$ cat src/rtl/m_arith_pkg.sv
// Shared definitions for the EX-stage arithmetic library.
//   div_state_t : control states of the sequential divider
//   MAX_W       : widest operand the helpers below accept
//   DIV_ZERO_Q  : quotient reported for a zero divisor (all ones)
//   abs_n()     : two's-complement magnitude of a zero-extended operand
package m_arith_pkg;

  typedef enum logic [1:0] {
    IDLE = 2'd0,
    RUN  = 2'd1,
    DONE = 2'd2
  } div_state_t;

  localparam int MAX_W = 64;

  localparam logic [MAX_W-1:0] DIV_ZERO_Q = '1;

  // The caller supplies the sign (it knows the real operand width) and
  // truncates the result back to that width. The low N bits of the
  // MAX_W-wide negation equal the N-bit two's-complement negation, so
  // abs(MIN) = 2^(N-1) comes out correctly as an unsigned magnitude.
  function automatic logic [MAX_W-1:0] abs_n(input logic [MAX_W-1:0] v,
                                             input logic             neg);
    return neg ? -v : v;
  endfunction

endpackage

$ cat src/rtl/m_div_step.sv
// One combinational radix-2 restoring division iteration.
//   r      : partial remainder in (always < d on entry)
//   q      : quotient / dividend shift register in
//   d      : divisor magnitude
//   r_next : partial remainder after the step
//   q_next : shift register after the step, new quotient bit in bit 0
module m_div_step #(
  parameter int N = 32
) (
  input  logic [N-1:0] r,
  input  logic [N-1:0] q,
  input  logic [N-1:0] d,
  output logic [N-1:0] r_next,
  output logic [N-1:0] q_next
);

  logic [N:0] shifted;
  logic [N:0] trial;

  // {R,Q} << 1: the dividend MSB moves into the remainder. The trial
  // subtract keeps one extra bit so its top bit is a clean borrow flag.
  assign shifted = {r, q[N-1]};
  assign trial   = shifted - {1'b0, d};

  // On a borrow the pre-shift remainder was < d, so shifted[N] is zero and
  // dropping it loses nothing.
  assign r_next = trial[N] ? shifted[N-1:0] : trial[N-1:0];
  assign q_next = {q[N-2:0], ~trial[N]};

endmodule

$ cat src/rtl/m_seq_divider.sv
// Iterative radix-2 restoring divider for MIPS DIV/DIVU.
// One quotient bit per clock; fixed latency of N+1 cycles from start.
//   clk, rst    : clock, synchronous active-high reset
//   start       : launch request, accepted in IDLE or DONE
//   is_signed   : 1 = two's-complement operands, 0 = unsigned
//   dividend    : numerator, sampled with start
//   divisor     : denominator, sampled with start
//   busy        : operation in progress
//   done        : one-cycle pulse, results valid
//   quotient    : LO result, held until the next DONE
//   remainder   : HI result, held until the next DONE
//   div_by_zero : held result came from a zero divisor
module m_seq_divider
  import m_arith_pkg::*;
#(
  parameter  int N  = 32,
  localparam int CW = $clog2(N+1)
) (
  input  logic         clk,
  input  logic         rst,
  input  logic         start,
  input  logic         is_signed,
  input  logic [N-1:0] dividend,
  input  logic [N-1:0] divisor,
  output logic         busy,
  output logic         done,
  output logic [N-1:0] quotient,
  output logic [N-1:0] remainder,
  output logic         div_by_zero
);

  div_state_t    state, state_nxt;
  logic [CW-1:0] cnt;
  logic [N-1:0]  r_reg, q_reg, d_reg;
  logic [N-1:0]  r_step, q_step;
  logic          q_neg, r_neg, dz;
  logic          neg_dvd, neg_dsr;
  logic [N-1:0]  mag_dvd, mag_dsr;
  logic          accept, last;

  assign neg_dvd = is_signed & dividend[N-1];
  assign neg_dsr = is_signed & divisor[N-1];
  assign mag_dvd = N'(abs_n(MAX_W'(dividend), neg_dvd));
  assign mag_dsr = N'(abs_n(MAX_W'(divisor), neg_dsr));

  // A request is taken whenever no division is in flight; in DONE this
  // gives back-to-back operation without an IDLE bubble.
  assign accept = start && (state != RUN);
  assign last   = (state == RUN) && (cnt == CW'(1));

  assign busy = (state == RUN);
  assign done = (state == DONE);

  m_div_step #(.N(N)) u_step (
    .r      (r_reg),
    .q      (q_reg),
    .d      (d_reg),
    .r_next (r_step),
    .q_next (q_step)
  );

  always_comb begin
    state_nxt = state;
    case (state)
      IDLE:    if (start) state_nxt = RUN;
      RUN:     if (cnt == CW'(1)) state_nxt = DONE;
      DONE:    state_nxt = start ? RUN : IDLE;
      default: state_nxt = IDLE;
    endcase
  end

  // Control and visible results: cleared by reset.
  always_ff @(posedge clk) begin
    if (rst) begin
      state       <= IDLE;
      quotient    <= '0;
      remainder   <= '0;
      div_by_zero <= 1'b0;
    end else begin
      state <= state_nxt;
      if (last) begin
        quotient <= dz ? N'(DIV_ZERO_Q) : (q_neg ? -q_step : q_step);
        // With a zero divisor every trial succeeds, so the partial remainder
        // ends as |dividend| and the sign fix-up restores the original
        // dividend in both modes.
        remainder   <= r_neg ? -r_step : r_step;
        div_by_zero <= dz;
      end
    end
  end

  // Working registers: only meaningful while RUN, so no reset needed.
  always_ff @(posedge clk) begin
    if (accept) begin
      r_reg <= '0;
      q_reg <= mag_dvd;
      d_reg <= mag_dsr;
      q_neg <= neg_dvd ^ neg_dsr;
      r_neg <= neg_dvd;
      dz    <= (divisor == '0);
      cnt   <= CW'(N);
    end else if (state == RUN) begin
      r_reg <= r_step;
      q_reg <= q_step;
      cnt   <= cnt - CW'(1);
    end
  end

endmodule

$ cat config.mk
export PLATFORM = sky130hd
export DESIGN_NAME = m_seq_divider
export DESIGN_NICKNAME = d
export VERILOG_FILES = /design/src/rtl/m_arith_pkg.sv /design/src/rtl/m_div_step.sv /design/src/rtl/m_seq_divider.sv
export SDC_FILE = /design/constraint.sdc
export NUM_CORES = 1
export LEC_CHECK = 0
export BUFFER_PORTS_ARGS = -buffer_cell sky130_fd_sc_hd__buf_4
export CAP_MARGIN = 20
export CORE_ASPECT_RATIO = 0.75
export CORE_MARGIN = 4
export CORE_UTILIZATION = 31
export CTS_CLUSTER_SIZE = 30
export DETAILED_ROUTE_END_ITERATION = 8
export MAX_ROUTING_LAYER = met4
export PLACE_DENSITY = 0.49
export SYNTH_ARGS = -nofsm -noshare
export SYNTH_HDL_FRONTEND = slang
export SYNTH_SLANG_ARGS = --single-unit
export TNS_END_PERCENT = 5
$ cat constraint.sdc
create_clock -name clk -period 6.75 [get_ports clk]
set_clock_uncertainty 0.2 [all_clocks]
set_input_delay 1.35 -clock clk [delete_from_list [all_inputs] [get_ports clk]]
set_output_delay 1.35 -clock clk [all_outputs]
set_load 0.02 [all_outputs]
==> flow_metrics.py <==
metrics = {
    "outcome": {
        "run_status": "complete, no violations",
    },
    "power": {
        "power.internal_mw": 2.66,
        "power.switching_fraction_pct": 44.6,
        "pwr-share-seq_pct": 28.8,
        "portion_of_total_power_attributed_to_combinational_logic_pct": 49.1,
        "total_power_mw": 4.80,
        "max-vdd-ir-drop_mv": 0.198,
        "p_leak_nw": 5.19,
        "power_per_cell_area_nw_per_um2": 348,
        "clockPowerShare_pct": 22.1,
        "p_sw_mw": 2.14,
    },
    "floorplanning": {
        "num_rows": 61,
        "die_h_um": 177,
        "floorplan.core_area_sq_um": 37200,
        "floorplan.initialDensity_pct": 31.5,
        "die-area_sq_um": 41100,
        "floorplan.die.width_um": 233,
        "io-pin-count": 135,
    },
    "yosys": {
        "synth_area_sq_um": 11700,
        "synth-edff-count": 67,
        "yosys_warnings": 0,
        "part_of_the_yosys_area_used_for_sequential_elements_pct": 35.0,
        "synth_cell_type_count": 88,
        "synth_top_cell_area_share_pct": 17.9,
        "synth_flop_cell": "sky130_fd_sc_hd__dfxtp_1",
        "synth.largest_area_cell": "sky130_fd_sc_hd__dfxtp_1",
        "ys_async_sr_fraction_pct": 0,
        "postSynthRegisterBits": 172,
        "synthCells": 1423,
        "syn_area_per_cell_sq_um": 8.25,
        "synth.net_count": 1530,
        "post_synth_main_area_contributors": "sky130_fd_sc_hd__dfxtp_1 18%, sky130_fd_sc_hd__edfxtp_1 17%, sky130_fd_sc_hd__a21oi_1 5.5%, sky130_fd_sc_hd__xnor2_1 5.1%, sky130_fd_sc_hd__nor2_1 5.0%",
    },
    "routing": {
        "postRouteAntennaNets": 0,
        "dr.pass1.iters": 5,
        "drc_errors": 0,
        "drt_iter0_drc": 931,
        "wl_mm": 38.6,
        "drt-vias-per-instance": 5.28,
        "post_drt_wl_per_cell_um": 19.0,
        "dr_total_vias": 10700,
    },
    "timing": {
        "setup_viol": 0,
        "finalWorstPathRequiredPeriod_ns": 5.17,
        "maxSlewViolCount": 0,
        "setup_repair_after_global_routing_missed_its_margin": "false",
        "timing_worst_slew_pin_value_ns": 1.12,
        "finalHoldViolCount": 0,
        "min_period_over_period_pct": 76.6,
        "worst_slew_margin_rel_pct": 25.2,
        "fin_tns_setup_ns": 0,
        "fmax_ghz": 0.193,
    },
    "place": {
        "placed_cells": 2002,
        "gp_routability_congestion": 0.873,
        "detailed_placement_hpwl_mm": 29.7,
        "cell_area_after_placement_sq_um": 13200,
        "buffer_ports.inserted": 134,
    },
    "layout": {
        "final_cell_area_sq_um": 13800,
        "nets": 1624,
        "layout_common_cells": "155 x sky130_fd_sc_hd__nor2_1, 144 x sky130_fd_sc_hd__buf_4, 129 x sky130_fd_sc_hd__a21oi_1",
        "flow.area_growth_from_synthesis_pct": 17.5,
        "mostFrequentLayoutCell": "sky130_fd_sc_hd__nor2_1",
        "finalNonFillerCells": 2035,
        "final_core_utilization_pct": 37.1,
        "fraction_of_final_layout_cells_with_drive_strength_greater_than_1_pct": 14.5,
        "layout.filler_cells": 3934,
    },
    "setup_path": {
        "critPathKind": "reg2reg",
        "crit_path_max_incr_delay_ns": 0.46,
        "critPathRequiredTime_ns": 6.89,
        "endpoint_kind": "flop",
        "cp_data_arrival_time_ns": 5.31,
        "worstPathCellList": "inv_1, ha_1, fa_1, nor2b_4, o31a_4, o211ai_4, o21ai_2, a211oi_2, xnor2_4, inv_4, nor2_1, a21oi_1, ha_1, nand2_1, and4bb_2, nand4_1, nor4b_1, o21ai_1, o41ai_2, xnor2_1, o21ai_1",
        "worst_path_max_delay_cell": "sky130_fd_sc_hd__edfxtp_1",
        "timing.critical_path.fanout_max": 35,
        "worstSetupStartpointType": "flop",
    },
    "global_routing": {
        "grt.met2_usage_pct": 26.7,
        "most_utilized_layer_in_the_global_route_result": "met1",
        "largest_net_degree_at_the_start_of_global_routing": 67,
        "antenna_violations_before_repair": 0,
        "grt_pass1_wl_mm": 59.4,
        "grt_pass1_vias": 9923,
        "grtUsageMet1_pct": 28.8,
        "grt.met3_usage_pct": 3.34,
        "global_route.overflow_total": 0,
        "total_routing_usage_gr_pct": 19.0,
    },
    "cts": {
        "post-cts-setup-buffers": 0,
        "cts_bufs_inserted": 17,
        "cts_hold_buffers": 0,
        "root_buffer": "sky130_fd_sc_hd__clkbuf_16",
        "cts_sinks": 172,
        "path_clk_slew_ns": 0.08,
        "cts_htree_levels": 4,
        "clockBufferDepth": 2,
        "cts_tree": "yes",
        "post_cts_resize_count": 0,
        "worst_skew_pair.late_latency_ns": 0.46,
    },
    "hold_path": {
        "hold_class": "reg2reg",
    },
    "job": {
        "maxCapViolCount": 0,
    },
}
==> power groups by stage <==
| stage | Sequential, mW | Clock [mW] | Combinational, mW |
|---|---|---|---|
| 3_3_place_gp | 1.40 | 0 | 2.32 |
| 6_report | 1.39 | 1.06 | 2.36 |
| 5_1_grt | 1.40 | 1.12 | 2.60 |
| 2_1_floorplan | 1.35 | 0 | 1.74 |
| 3_5_place_dp | 1.41 | 0 | 2.33 |
| 4_1_cts | 1.38 | 1.08 | 2.34 |
==> critical path, delay by kind of cell (launching register included) <==
kind	cells	cell delay, ns
buffers and inverters	2	0.45
flip-flops	1	0.46
AO/OA/AOI/OAI	8	1.78
XOR/XNOR	2	0.26
AND/OR/NAND/NOR	6	1.11
adder cells (fa/ha/maj)	3	0.74
==> cells by family after synthesis <==
group                      share of synthesized area, %
AOI/OAI and AO/OA                                  20.8
xor gates and xnor gates                           9.38
adders and majority gates                          4.22
buffers and inverters                              4.72
DFF                                                35.0
muxes                                              3.76
and+or+nand+nor                                    22.1
==> per-layer routing <==
metal	part of all wire [%]	up-vias
met2	42	278
met4	0.90	0
li1	-	5343
met3	4.9	21
met1	52	5102
met5	0	-
==> per-stage QoR <==
stage	worst slack, ns	hold WS [ns]
2_1_floorplan	2.04	0.234
3_5_place_dp	1.66	0.247
6_report	1.58	0.256
3_3_place_gp	1.76	0.245
4_1_cts	1.63	0.259
5_1_grt	1.17	0.276
==> synthesized netlist by cell type (18+ instances only) <==
master and number:
sky130_fd_sc_hd__or3_1 22, sky130_fd_sc_hd__dfxtp_1 105, sky130_fd_sc_hd__nor3_1 60, sky130_fd_sc_hd__nor4_1 27, sky130_fd_sc_hd__edfxtp_1 67, sky130_fd_sc_hd__mux2i_1 32, sky130_fd_sc_hd__ha_1 38, sky130_fd_sc_hd__a21oi_1 129
sky130_fd_sc_hd__xor2_1 56, sky130_fd_sc_hd__nand2_1 124, sky130_fd_sc_hd__nor2_1 157, sky130_fd_sc_hd__o21ai_0 101, sky130_fd_sc_hd__o31ai_1 18, sky130_fd_sc_hd__a211oi_1 35, sky130_fd_sc_hd__nand3_1 19, sky130_fd_sc_hd__nand3b_1 31
sky130_fd_sc_hd__xnor2_1 68, sky130_fd_sc_hd__inv_1 62, sky130_fd_sc_hd__clkbuf_1 48
==> cell type report <==
class	count	area (sq um)	share of cell area, %
antenna	1	2.50	0.0181
clock buffer	17	425	3.08
clock inverter	15	195	1.41
inverter	66	250	1.81
multi-input combinational	1116	7100	51.5
sequential	172	4110	29.8
tap	504	631	4.57
timing repair buffer	144	1080	7.83
==> path summary, 6_finish.rpt <==
| kind | from | endpoint | slack [ns] | cells after the start |
|---|---|---|---|---|
| max reg2reg | q_reg[31] | remainder[28] | 1.58 | 21 |
| min | remainder[16] | remainder[16] | 0.26 | 2 |
| min reg2reg | remainder[16] | remainder[16] | 0.26 | 2 |
| max | q_reg[31] | remainder[28] | 1.58 | 21 |
Note: power is estimated with default switching activity, not from simulation.
